[src/rtl/dll_pkg.sv]
// Shared constants, state encoding and saturating code arithmetic for the
// FMDLL delay-code controller.
package dll_pkg;

    localparam int W          = 10;
    localparam int SETTLE     = 3;
    localparam int FILT_LEN   = 4;
    localparam int LOCK_CNT   = 8;

    localparam logic [W-1:0] CODE_MID   = W'(512);
    localparam logic [W-1:0] CODE_MAX   = W'(1023);
    localparam logic [W-1:0] RECOV_STEP = W'(64);

    typedef enum logic [2:0] {
        IDLE    = 3'd0,
        SAR     = 3'd1,
        TRACK   = 3'd2,
        RECOVER = 3'd3,
        HOLD    = 3'd4
    } state_t;

    function automatic logic [W-1:0] sat_add(input logic [W-1:0] a, input logic [W-1:0] d);
        logic [W:0] s;
        s = {1'b0, a} + {1'b0, d};
        return s[W] ? CODE_MAX : s[W-1:0];
    endfunction

    function automatic logic [W-1:0] sat_sub(input logic [W-1:0] a, input logic [W-1:0] d);
        return (a < d) ? '0 : a - d;
    endfunction

endpackage

[src/rtl/dll_vote_filter.sv]
// Signed PD vote accumulator with post-step settle blanking; emits one-cycle
// step_up/step_dn pulses when the net vote reaches +/-FILT_LEN.
module dll_vote_filter
    import dll_pkg::*;
(
    input  logic clk_ext,
    input  logic rst,
    input  logic clr_i,
    input  logic blank_i,
    input  logic act_i,
    input  logic up_i,
    input  logic dn_i,
    output logic step_up_o,
    output logic step_dn_o
);

    localparam int VW  = $clog2(FILT_LEN) + 2;
    localparam int SCW = $clog2(SETTLE + 1);
    localparam logic signed [VW-1:0] V_UP = VW'(FILT_LEN - 1);
    localparam logic signed [VW-1:0] V_DN = VW'(1 - FILT_LEN);
    localparam logic signed [VW-1:0] ONE  = VW'(1);

    logic signed [VW-1:0] v_q, v_d;
    logic [SCW-1:0]       b_q, b_d;
    logic                 up_only, dn_only;

    assign up_only   = up_i & ~dn_i;
    assign dn_only   = dn_i & ~up_i;
    // The vote that lands the accumulator on the threshold is the step itself
    assign step_up_o = act_i && (b_q == '0) && up_only && (v_q == V_UP);
    assign step_dn_o = act_i && (b_q == '0) && dn_only && (v_q == V_DN);

    always_comb begin
        v_d = v_q;
        b_d = b_q;
        if (blank_i) begin
            v_d = '0;
            b_d = SCW'(SETTLE);
        end else if (clr_i) begin
            v_d = '0;
            b_d = '0;
        end else if (act_i) begin
            if (b_q != '0) begin
                b_d = b_q - SCW'(1);
            end else if (step_up_o || step_dn_o) begin
                v_d = '0;
                b_d = SCW'(SETTLE);
            end else if (up_only) begin
                v_d = v_q + ONE;
            end else if (dn_only) begin
                v_d = v_q - ONE;
            end
        end
    end

    always_ff @(posedge clk_ext) begin
        if (rst) begin
            v_q <= '0;
            b_q <= '0;
        end else begin
            v_q <= v_d;
            b_q <= b_d;
        end
    end

endmodule

[src/rtl/dll_code_ctrl.sv]
// FMDLL delay-code controller: SAR coarse acquisition, vote-filtered
// bang-bang tracking with lock detection, and harmonic-lock recovery.
module dll_code_ctrl
    import dll_pkg::*;
(
    input  logic         clk_ext,
    input  logic         rst,
    input  logic         en,
    input  logic         pd_up,
    input  logic         pd_dn,
    input  logic         hld1,
    input  logic         hld2,
    output logic [W-1:0] Q,
    output logic         locked,
    output logic         cal_done,
    output logic [2:0]   state
);

    localparam int BW  = $clog2(W);
    localparam int SCW = $clog2(SETTLE + 1);
    localparam int LW  = $clog2(LOCK_CNT + 1);

    state_t         state_q, state_d;
    logic [W-1:0]   q_q, q_d;
    logic [BW-1:0]  bit_q, bit_d;
    logic [SCW-1:0] cnt_q, cnt_d;
    logic [LW-1:0]  lock_cnt_q, lock_cnt_d;
    logic           has_last_q, has_last_d;
    logic           last_up_q, last_up_d;
    logic           locked_q, locked_d;
    logic           cal_q, cal_d;
    logic           blank, clr, step_up, step_dn;

    assign clr = (state_d != TRACK);

    dll_vote_filter u_filt (
        .clk_ext   (clk_ext),
        .rst       (rst),
        .clr_i     (clr),
        .blank_i   (blank),
        .act_i     (state_q == TRACK),
        .up_i      (pd_up),
        .dn_i      (pd_dn),
        .step_up_o (step_up),
        .step_dn_o (step_dn)
    );

    always_comb begin
        state_d    = state_q;
        q_d        = q_q;
        bit_d      = bit_q;
        cnt_d      = cnt_q;
        lock_cnt_d = lock_cnt_q;
        has_last_d = has_last_q;
        last_up_d  = last_up_q;
        locked_d   = locked_q;
        cal_d      = cal_q;
        blank      = 1'b0;

        case (state_q)
            IDLE: begin
                if (en) begin
                    state_d = SAR;
                    q_d     = CODE_MID;
                    bit_d   = BW'(W - 1);
                    cnt_d   = '0;
                end
            end
            SAR: begin
                if (cnt_q != SCW'(SETTLE)) begin
                    cnt_d = cnt_q + SCW'(1);
                end else begin
                    cnt_d = '0;
                    if (pd_dn && !pd_up) q_d[bit_q] = 1'b0;
                    if (bit_q != '0) begin
                        bit_d      = bit_q - BW'(1);
                        q_d[bit_d] = 1'b1;
                    end else begin
                        state_d    = TRACK;
                        cal_d      = 1'b1;
                        blank      = 1'b1;
                        lock_cnt_d = '0;
                        has_last_d = 1'b0;
                    end
                end
            end
            TRACK: begin
                if (step_up) q_d = sat_add(q_q, W'(1));
                if (step_dn) q_d = sat_sub(q_q, W'(1));
                if (step_up || step_dn) begin
                    // A reversal extends the lock run; a repeat breaks it
                    if (has_last_q && (last_up_q != step_up)) begin
                        if (lock_cnt_q != LW'(LOCK_CNT)) lock_cnt_d = lock_cnt_q + LW'(1);
                        if (lock_cnt_q >= LW'(LOCK_CNT - 1)) locked_d = 1'b1;
                    end else if (has_last_q) begin
                        lock_cnt_d = '0;
                        locked_d   = 1'b0;
                    end
                    has_last_d = 1'b1;
                    last_up_d  = step_up;
                end
            end
            RECOVER: begin
                state_d = HOLD;
                cnt_d   = '0;
            end
            HOLD: begin
                if (hld1 || hld2) begin
                    cnt_d = '0;
                end else if (cnt_q == SCW'(SETTLE - 1)) begin
                    state_d = TRACK;
                    cnt_d   = '0;
                end else begin
                    cnt_d = cnt_q + SCW'(1);
                end
            end
            default: state_d = IDLE;
        endcase

        // Jump is applied on entry so RECOVER already presents the new code
        if ((state_q == SAR || state_q == TRACK) && (hld1 || hld2)) begin
            state_d    = RECOVER;
            q_d        = hld1 ? sat_sub(q_q, RECOV_STEP) : sat_add(q_q, RECOV_STEP);
            bit_d      = bit_q;
            cnt_d      = '0;
            lock_cnt_d = '0;
            has_last_d = 1'b0;
            locked_d   = 1'b0;
            cal_d      = cal_q;
            blank      = 1'b0;
        end

        if (!en && state_q != IDLE) begin
            state_d    = IDLE;
            q_d        = q_q;
            bit_d      = bit_q;
            cnt_d      = '0;
            lock_cnt_d = '0;
            has_last_d = 1'b0;
            locked_d   = 1'b0;
            cal_d      = 1'b0;
            blank      = 1'b0;
        end
    end

    always_ff @(posedge clk_ext) begin
        if (rst) begin
            state_q    <= IDLE;
            q_q        <= CODE_MID;
            bit_q      <= '0;
            cnt_q      <= '0;
            lock_cnt_q <= '0;
            has_last_q <= 1'b0;
            last_up_q  <= 1'b0;
            locked_q   <= 1'b0;
            cal_q      <= 1'b0;
        end else begin
            state_q    <= state_d;
            q_q        <= q_d;
            bit_q      <= bit_d;
            cnt_q      <= cnt_d;
            lock_cnt_q <= lock_cnt_d;
            has_last_q <= has_last_d;
            last_up_q  <= last_up_d;
            locked_q   <= locked_d;
            cal_q      <= cal_d;
        end
    end

    assign Q        = q_q;
    assign locked   = locked_q;
    assign cal_done = cal_q;
    assign state    = state_q;

endmodule

[config.mk]
export PLATFORM = sky130hd
export DESIGN_NAME = dll_code_ctrl
export DESIGN_NICKNAME = d
export VERILOG_FILES = /design/src/rtl/dll_pkg.sv /design/src/rtl/dll_vote_filter.sv /design/src/rtl/dll_code_ctrl.sv
export SDC_FILE = /design/constraint.sdc
export NUM_CORES = 1
export LEC_CHECK = 0
export ABC_AREA = 1
export CORE_MARGIN = 3
export CORE_UTILIZATION = 55
export CTS_CLUSTER_SIZE = 20
export DETAILED_ROUTE_END_ITERATION = 12
export PLACE_DENSITY = 0.75
export SYNTH_ARGS = -nofsm -noshare
export SYNTH_HDL_FRONTEND = slang
export SYNTH_SLANG_ARGS = --single-unit
[constraint.sdc]
create_clock -name clk_ext -period 2.7 [get_ports clk_ext]
set_clock_uncertainty 0.2 [all_clocks]
set_input_delay 0.54 -clock clk_ext [delete_from_list [all_inputs] [get_ports clk_ext]]
set_output_delay 0.54 -clock clk_ext [all_outputs]
set_load 0.05 [all_outputs]
## Word level (Yosys, flattened, before mapping)

Cells that the tools add are included.

| word-level totals | value |
|---|---|
| register bits | 33 |
| input bits | 7 |
| output and inout bits | 15 |
| logic and storage cells | 167 |

| operators by class | value |
|---|---|
| add/sub/neg operators | 10 |
| $lt $le $gt $ge | 7 |
| equality and inequality tests | 22 |
| mux-type cells | 63 |
| bitwise operators | 12 |
| reduce and logical (&&, ||, !) cells | 42 |

Operators with widths:

| kind | count |
|---|---|
| $mux W10 | 14 |
| $mux W4 | 12 |
| $pmux W10 S3 | 1 |
| $mux W3 | 7 |
| $mux W2 | 9 |
| $pmux W4 S2 | 2 |
| $reduce_bool A4 Y1 | 4 |
| $pmux W3 S5 | 1 |
| $mux W1 | 13 |
| $ne A2 B2 Y1 const B | 6 |
| $reduce_and A4 Y1 | 3 |
| $reduce_and A6 Y1 | 2 |
| $add A10 B1 Y11 const B | 1 |
| $add A10 B7 Y11 const B | 1 |
| $logic_and A1 B1 Y1 | 11 |
| $and A10 B10 Y10 | 1 |
| $lt A10 B1 Y1 const B | 1 |
| $lt A10 B7 Y1 const B | 1 |
| $lt A4 B5 Y1 const B | 2 |
| $not A10 Y10 | 1 |
| $or A10 B10 Y10 | 1 |
| $sub A10 B1 Y10 const B | 1 |
| $sub A10 B7 Y10 const B | 1 |
| $ne A3 B3 Y1 const B | 3 |
| other kinds (33) | 57 |

## Longest topological paths before layout

Gate-level depths: netlist of run 1.

| depth | value |
|---|---|
| depth after elaboration | 14 |
| mapped depth | 14 |
| gate-level depth less buffers | 13 |

## By module

From an unflattened synthesis of run 1, not the netlist that was laid out.

| unflattened totals | value |
|---|---|
| cell total of the unflattened synthesis | 507 |
| area, all modules | 3095.5 µm² |

By module, submodules not included:

| module | instances | cells an instance | area an instance (µm²) | seq. area each (µm²) |
|---|---|---|---|---|
| dll_code_ctrl | 1 | 429 | 2591.2 | 540.5 |
| dll_vote_filter | 1 | 78 | 504.2 | 120.1 |

## Least setup slack after synthesis of run 1

Ideal clock, no wire load.

| timing | value |
|---|---|
| path kind | register -> register |
| start point | register q_q[6] (netlist: Q[6]) |
| end point | register q_q[0] (netlist: Q[0]) |
| setup time | 117 ps |
| data arrival time | 2107 ps |
| path slack | 277 ps |
| stages on the path, launching flop included | 14 |
| period minus slack after synthesis | 2423 ps |
| cell sequence | dfxtp_1 -> clkbuf_1 -> inv_1 -> ha_1 -> nand2_1 -> nor2_1 -> nor2_1 -> inv_1 -> nand2_1 -> nand2_1 -> nand4_4 -> inv_1 -> o21ai_0 -> nor2_1 |

| on the way | value |
|---|---|
| cells in the longest elaborated chain, start to end | 6 |
| elaborated cells on any way between the ends | 13 |
| those cells by class | 2 x add/sub; 2 x order compare; 9 x mux |

Ends and longest elaborated chain:

| what | line | text |
|---|---|---|
| start: declaration | dll_code_ctrl.sv:24 | `logic [W-1:0] q_q, q_d;` |
| start signal: assignment | dll_code_ctrl.sv:159 | `q_q <= q_d;` |
| $add A10 B1 Y11 | dll_pkg.sv:24 | `s = {1'b0, a} + {1'b0, d};` |
| $mux W10 | dll_pkg.sv:25 | `return s[W] ? CODE_MAX : s[W-1:0];` |
| $mux W10 | dll_code_ctrl.sv:88 | `if (step_up) q_d = sat_add(q_q, W'(1));` |
| $mux W10 | dll_code_ctrl.sv:89 | `if (step_dn) q_d = sat_sub(q_q, W'(1));` |
| $pmux W10 S3 | dll_code_ctrl.sv:60 | `case (state_q)` |
| $mux W10 * | dll_code_ctrl.sv:121 | `if ((state_q == SAR \|\| state_q == TRACK) && (hld1 \|\| hld2)) begin` |

Mark *: on every way between the ends. The rest lies on a longest branch, timed or not. The select of a mux whose other input is x is not followed.
A chain may end at the register's enable or synchronous reset.

## Final worst setup path of run 1

| timing | value |
|---|---|
| start point | register q_q[8] (netlist: Q[8]) |
| end point | output port Q[8] |

RTL lines:

| what | line | text |
|---|---|---|
| end: declaration | dll_code_ctrl.sv:13 | `output logic [W-1:0] Q,` |

No word-level cell between the ends.

==> results of run 1 <==
## metal layers
metal	global-route usage, %	vias up	routed length (microns)
li1	-	1710	-
met1	31.71	1556	3494
met2	48.94	150	4007
met3	4.496	24	617
met4	9.797	0	203
met5	0	-	0
## path summary, 6_finish.rpt
kind / startpoint / end / depth (start not counted)
worst max-delay path: Q[8]$_SDFFE_PP0P_ / Q[8] / 1
worst min-delay path: cal_done$_SDFFE_PP0P_ / cal_done$_SDFFE_PP0P_ / 2
worst max register to register: Q[7]$_SDFFE_PP0P_ / Q[1]$_SDFFE_PP0P_ / 13
worst min register to register: cal_done$_SDFFE_PP0P_ / cal_done$_SDFFE_PP0P_ / 2
## cell type report
cell class | count | area [sq um] | area share (%)
Sequential cell | 33 | 660.6 | 18.58
Tap cell | 70 | 87.58 | 2.463
Clock inverter | 2 | 37.54 | 1.056
Multi-Input combinational cell | 403 | 2175 | 61.15
Inverter | 66 | 250.2 | 7.037
Clock buffer | 6 | 82.58 | 2.322
Timing Repair Buffer | 28 | 262.8 | 7.389
## kinds of logic (layout without fill, tap and decap cells)
group	count (synthesis)	count (layout)	synth area share [%]
and+or+nand+nor	298	298	44.98
AOI/OAI and AO/OA	72	72	12.60
buffers and inverters	76	102	9.649
DFF	33	33	21.05
adders and majority gates	19	19	7.815
xor gates and xnor gates	14	14	3.908
## synthesized netlist by cell type (5+ instances only)
master and number:
nand2_1 143, clkbuf_1 5, ha_1 18, nor3_1 8, nand3_1 49, xor2_1 12
nand4_1 7, inv_1 57, nand3_2 8, inv_2 7, o21ai_0 23, nor2_1 58
nor2_2 5, a21oi_1 34, dfxtp_1 33
## flip-flops by register name (all words and copies together), names as in the netlist
name / count
Q: 10
cnt_q: 2
u_filt.b_q: 2
bit_q: 4
has_last_q: 1
state: 3
last_up_q: 1
u_filt.v_q: 4
cal_done: 1
lock_cnt_q: 4
locked: 1
## placed cells by master, fill, tap and decap left out, drive strengths merged, types with 7 or more instances in the layout
master	count
nor3	10
o21ai	24
clkdlybuf4s50	21
nor2	68
a21oi	34
nand2	149
buf	7
ha	18
nand4	8
dfxtp	33
inv	65
nand3	59
xor2	12
## stage by stage
| stage | util (%) | area (sq um) | power, mW |
|---|---|---|---|
| floorplan | - | 3138 | 2.962 |
| global placement | 64.79 | 3436 | 3.546 |
| detailed placement | 64.79 | 3436 | 3.595 |
| CTS | 67.06 | 3556 | 4.111 |
| global route | 67.06 | 3556 | 4.512 |
| finish | 67.06 | 3556 | 4.134 |
## where the power goes
group	total [mW]	leakage (nW)	switching [mW]	internal (mW)
sequential	0.873	0.270	0.242	0.631
clock	0.496	0.0574	0.196	0.300
combinational	2.77	1.34	1.87	0.894
==> results by group, run 1 <==
Outcome
  • Status: finished clean

Worst hold path
  • Min-Delay Path Class: flop to flop

CTS
  • Clock transition at path regs: 70 ps
  • CTS Buf Count: 5
  • CTS tree: done
  • Hold buffer count at CTS: 0
  • Root Driver: clkbuf_8
  • CTS sink cnt: 33
  • Post-CTS Setup Bufs: 0
  • Clk buf depth: 2
  • Clock latency on the worst-skew pair: 290 ps
  • CTS resizes: 0
  • H-Tree Depth: 2

Setup path
  • Max Fanout on Critical Path: 13
  • Critical path buffer and inverter count: 1
  • Critical path arrival: 1790 ps
  • Critical Path RT: 1960 ps
  • Worst-path cell chain: clkdlybuf4s50_1
  • CP Class: flop to output port
  • Worst reg2reg setup slack: 310 ps
  • CP endpoint kind: output port
  • Worst path slowest cell: clkdlybuf4s50_1
  • CP Launch Type: flop
  • CP max stage delay: 890 ps
  • Largest delay share family, worst path: buffers and inverters

Final layout
  • Layout net count: 563
  • Antenna Diode Count: 0
  • Finished Layout Cells: 608
  • P&R area growth vs syn: 13.32%
  • Share of cells above drive strength 1: 9.851%
  • Fill cells: 507

Synth
  • Synth top area cells: dfxtp_1 21%, nand2_1 17%, nand3_1 7.8%, ha_1 7.2%, nor2_1 6.9%
  • Asr flop ratio synth: 0%
  • Post-Syn Area: 3138 sq um
  • Syn_nets: 538
  • Mean Syn Cell Area: 6.129 sq um
  • Cells after Synth: 512
  • Post-synth cell types: 40
  • Leading area contributor after synthesis: dfxtp_1
  • Synthesis Warnings: 0
  • Post-synthesis sequential area ratio: 21.05%
  • Top FF cell, synth: dfxtp_1
  • FF+latch count, synth: 33
  • Post-synth EDFFs: 0
  • Share of the synthesized area in the top cell type: 21.05%

GRT
  • Grt total ovfl: 0
  • Initial antenna violation count: 0
  • Vias in the first global route: 3225
  • Largest net degree at the start of global routing: 15
  • Tot GR Track Use: 27.01%
  • First-pass GRT wire length: 14.24 mm

Routing
  • Via density per instance: 5.658
  • DRT Pass-1 Iters: 5
  • Wirelength per Cell: 13.69 microns
  • Total Routed Length: 8.323 mm
  • DR DRC count: 0
  • Iter 0 DRT Violations: 285
  • Routed vias: 3440
  • Final antenna-violating net count: 0

Place
  • DP Wirelength: 6.381 mm
  • Port buffer count: 21
  • Inst Count DP: 600
  • Pre-CTS setup slack: 125.6 ps
  • Routability Congestion: 0.9597

Timing
  • Max Slew Vio Count: 0
  • Final hold vios: 0
  • Relative slew slack: 65.79%
  • Fin crit share: 93.66%
  • Worst Tran Pin Value: 511.5 ps
  • Setup TNS: 0 ps
  • Final Hold Slack: 249.3 ps
  • Fmax: 395.4 MHz
  • Setup violators final: 0
  • Final WS setup: 171.2 ps
  • RSZ-0062 raised after global routing: false
  • Post-layout min period: 2529 ps

Floorplanning
  • Starting Density: 59.18%
  • FP Rows: 26
  • Die Ht: 81.54 microns
  • Die area: 6648 sq um
  • Die W: 81.54 microns
  • IO Pins: 22
  • Core ar.: 5303 sq um

Power
  • Peak supply drop: 0.5596 mV
  • Power per standard cell area: 1163 nW/um^2
  • Leakage: 1.668 nW

Job
  • Number of max-cap violations: 0
(Power assumes the default switching activity.)
==> run 2, diff against run 1 <==
CORE_UTILIZATION = 59   (was 55)
PLACE_DENSITY = 0.8   (was 0.75)
==> results by group, run 2 (synthesized netlist as in run 1, its figures left out) <==
Power
  • Combinational share of power: 67.4% (was 66.9%)
  • P_int: 1.848 mW (was 1.825 mW)
  • Switching pwr: 2.342 mW (was 2.309 mW)
  • Peak supply drop: 0.6057 mV (was 0.5596 mV)
  • Power per standard cell area: 1176 nW/um^2 (was 1163 nW/um^2)
  • Reg power frac: 20.6% (was 21.1%)
  • Clk network pwr share: 11.9% (was 12.0%)
  • Switching fraction of total power: 55.90% (was 55.85%)
  • Leakage: 1.681 nW (was 1.668 nW)

Setup path
  • Critical path arrival: 1800 ps (was 1790 ps)
  • CP Class: flop to output port (unchanged)
  • CP Launch Type: flop (unchanged)
  • Critical Path RT: 1960 ps (about the same)
  • CP endpoint kind: output port (unchanged)
  • Max Fanout on Critical Path: 13 (unchanged)
  • Worst-path cell chain: clkdlybuf4s50_1 (unchanged)
  • Worst path slowest cell: clkdlybuf4s50_1 (unchanged)
  • Largest delay share family, worst path: buffers and inverters (unchanged)
  • Critical path buffer and inverter count: 1 (unchanged)
  • CP max stage delay: 900 ps (was 890 ps)

Place
  • DP Wirelength: 6.451 mm (was 6.381 mm)
  • Port buffer count: 21 (unchanged)
  • Pre-CTS setup slack: 142.6 ps (was 125.6 ps)
  • Routability Congestion: 0.9639 (was 0.9597)

Final layout
  • Share of cells above drive strength 1: 10.00% (was 9.851%)
  • P&R area growth vs syn: 13.56% (was 13.32%)
  • Most frequent cells in the layout: 143 x nand2_1, 58 x nor2_1, 57 x inv_1 (unchanged)
  • Max reg flops: 10 (unchanged)
  • Leading cell type in the layout, fill and taps excluded: nand2_1 (unchanged)
  • Layout net count: 565 (was 563)
  • Antenna Diode Count: 0 (unchanged)

CTS
  • CTS sink cnt: 33 (unchanged)
  • Clock latency on the worst-skew pair: 300 ps (was 290 ps)
  • CTS resizes: 0 (unchanged)
  • Clk buf depth: 2 (unchanged)
  • Post-CTS Setup Bufs: 0 (unchanged)
  • H-Tree Depth: 2 (unchanged)
  • Root Driver: clkbuf_8 (unchanged)
  • Hold buffer count at CTS: 0 (unchanged)
  • CTS tree: done (unchanged)
  • Clock transition at path regs: 70 ps (about the same)
  • CTS Buf Count: 5 (unchanged)

Floorplanning
  • Die W: 78.93 microns (was 81.54 microns)
  • Starting Density: 63.49% (was 59.18%)
  • IO Pins: 22 (unchanged)
  • Die Ht: 78.93 microns (was 81.54 microns)
  • Core ar.: 4942 sq um (was 5303 sq um)
  • Die area: 6230 sq um (was 6648 sq um)
  • FP Rows: 25 (was 26)

Timing
  • Fmax: 393.5 MHz (was 395.4 MHz)
  • Fin crit share: 94.13% (was 93.66%)
  • Setup TNS: 0 ps (unchanged)
  • Max Slew Vio Count: 0 (unchanged)
  • Final hold vios: 0 (unchanged)
  • RSZ-0062 raised after global routing: false (unchanged)
  • Setup violators final: 0 (unchanged)
  • Relative slew slack: 60.81% (was 65.79%)
  • Final WS setup: 158.5 ps (was 171.2 ps)
  • Worst Tran Pin Value: 583.7 ps (was 511.5 ps)
  • Post-layout min period: 2542 ps (was 2529 ps)

Outcome
  • Status: finished clean (unchanged)

Routing
  • Via density per instance: 5.555 (was 5.658)
  • Wirelength per Cell: 13.97 microns (was 13.69 microns)
  • DRT Pass-1 Iters: 5 (unchanged)
  • Total Routed Length: 8.481 mm (was 8.323 mm)
  • DR DRC count: 0 (unchanged)
  • Final antenna-violating net count: 0 (unchanged)
  • Iter 0 DRT Violations: 264 (was 285)
  • Routed vias: 3372 (was 3440)

GRT
  • Tot GR Track Use: 28.33% (was 27.01%)
  • Largest net degree at the start of global routing: 14 (was 15)
  • Vias in the first global route: 3060 (was 3225)
  • Initial antenna violation count: 0 (unchanged)
  • Grt total ovfl: 0 (unchanged)
  • First-pass GRT wire length: 14.20 mm (was 14.24 mm)

Worst hold path
  • Min-Delay Path Class: flop to flop (unchanged)

Job
  • Number of max-cap violations: 0 (unchanged)
[run 2: power by group through the flow]
stage                     Sequential, mW  Combinational (mW)  Clock [mW]
after CTS                          0.856                2.80       0.500
after global routing               0.890                3.14       0.520
final                              0.865                2.82       0.500
after detailed placement           0.865                2.77           0
after floorplan                     1.04                1.92           0
after global placement             0.862                2.73           0
[run 2: worst paths after layout]
kind,depth (start not counted),slack (ps),from,to
hold reg to reg,2,260,cal_done$_SDFFE_PP0P_,cal_done$_SDFFE_PP0P_
setup reg to reg,12,200,bit_q[0]$_SDFFE_PP0P_,Q[4]$_SDFFE_PP0P_
setup / recovery,1,160,Q[8]$_SDFFE_PP0P_,Q[8]
hold / removal,2,260,cal_done$_SDFFE_PP0P_,cal_done$_SDFFE_PP0P_
[run 2: area by class of cell]
| class | count | area (sq um) |
|---|---|---|
| clock buffers | 7 | 86.33 |
| clock inverters | 1 | 30.03 |
| fillers | 440 | 1379 |
| inverters | 66 | 250.2 |
| multi-input cells | 403 | 2175 |
| flip-flops and latches | 33 | 660.6 |
| well taps | 67 | 83.83 |
| repair buffers | 30 | 277.8 |
[run 2: routing by layer]
layer / vias up / global-route usage (%) / part of all wire [%]
li1: 1720 / - / -
met2: 85 / 49.66 / 48
met5: - / 0 / 0
met4: 0 / 11.86 / 1.9
met3: 20 / 3.401 / 5.1
met1: 1547 / 34.98 / 45
[run 2: per-stage QoR]
step / power [mW] / instance area (sq um) / std cells / hold slack (ps) / utilization [%]
floorplan: 2.962 / 3138 / 512 / 253.0 / -
global placement: 3.591 / 3447 / 599 / 238.4 / 69.75
detailed placement: 3.635 / 3447 / 599 / 253.4 / 69.75
CTS: 4.155 / 3563 / 607 / 264.5 / 72.10
global route: 4.550 / 3563 / 607 / 298.7 / 72.10
finish: 4.190 / 3563 / 607 / 258.6 / 72.10
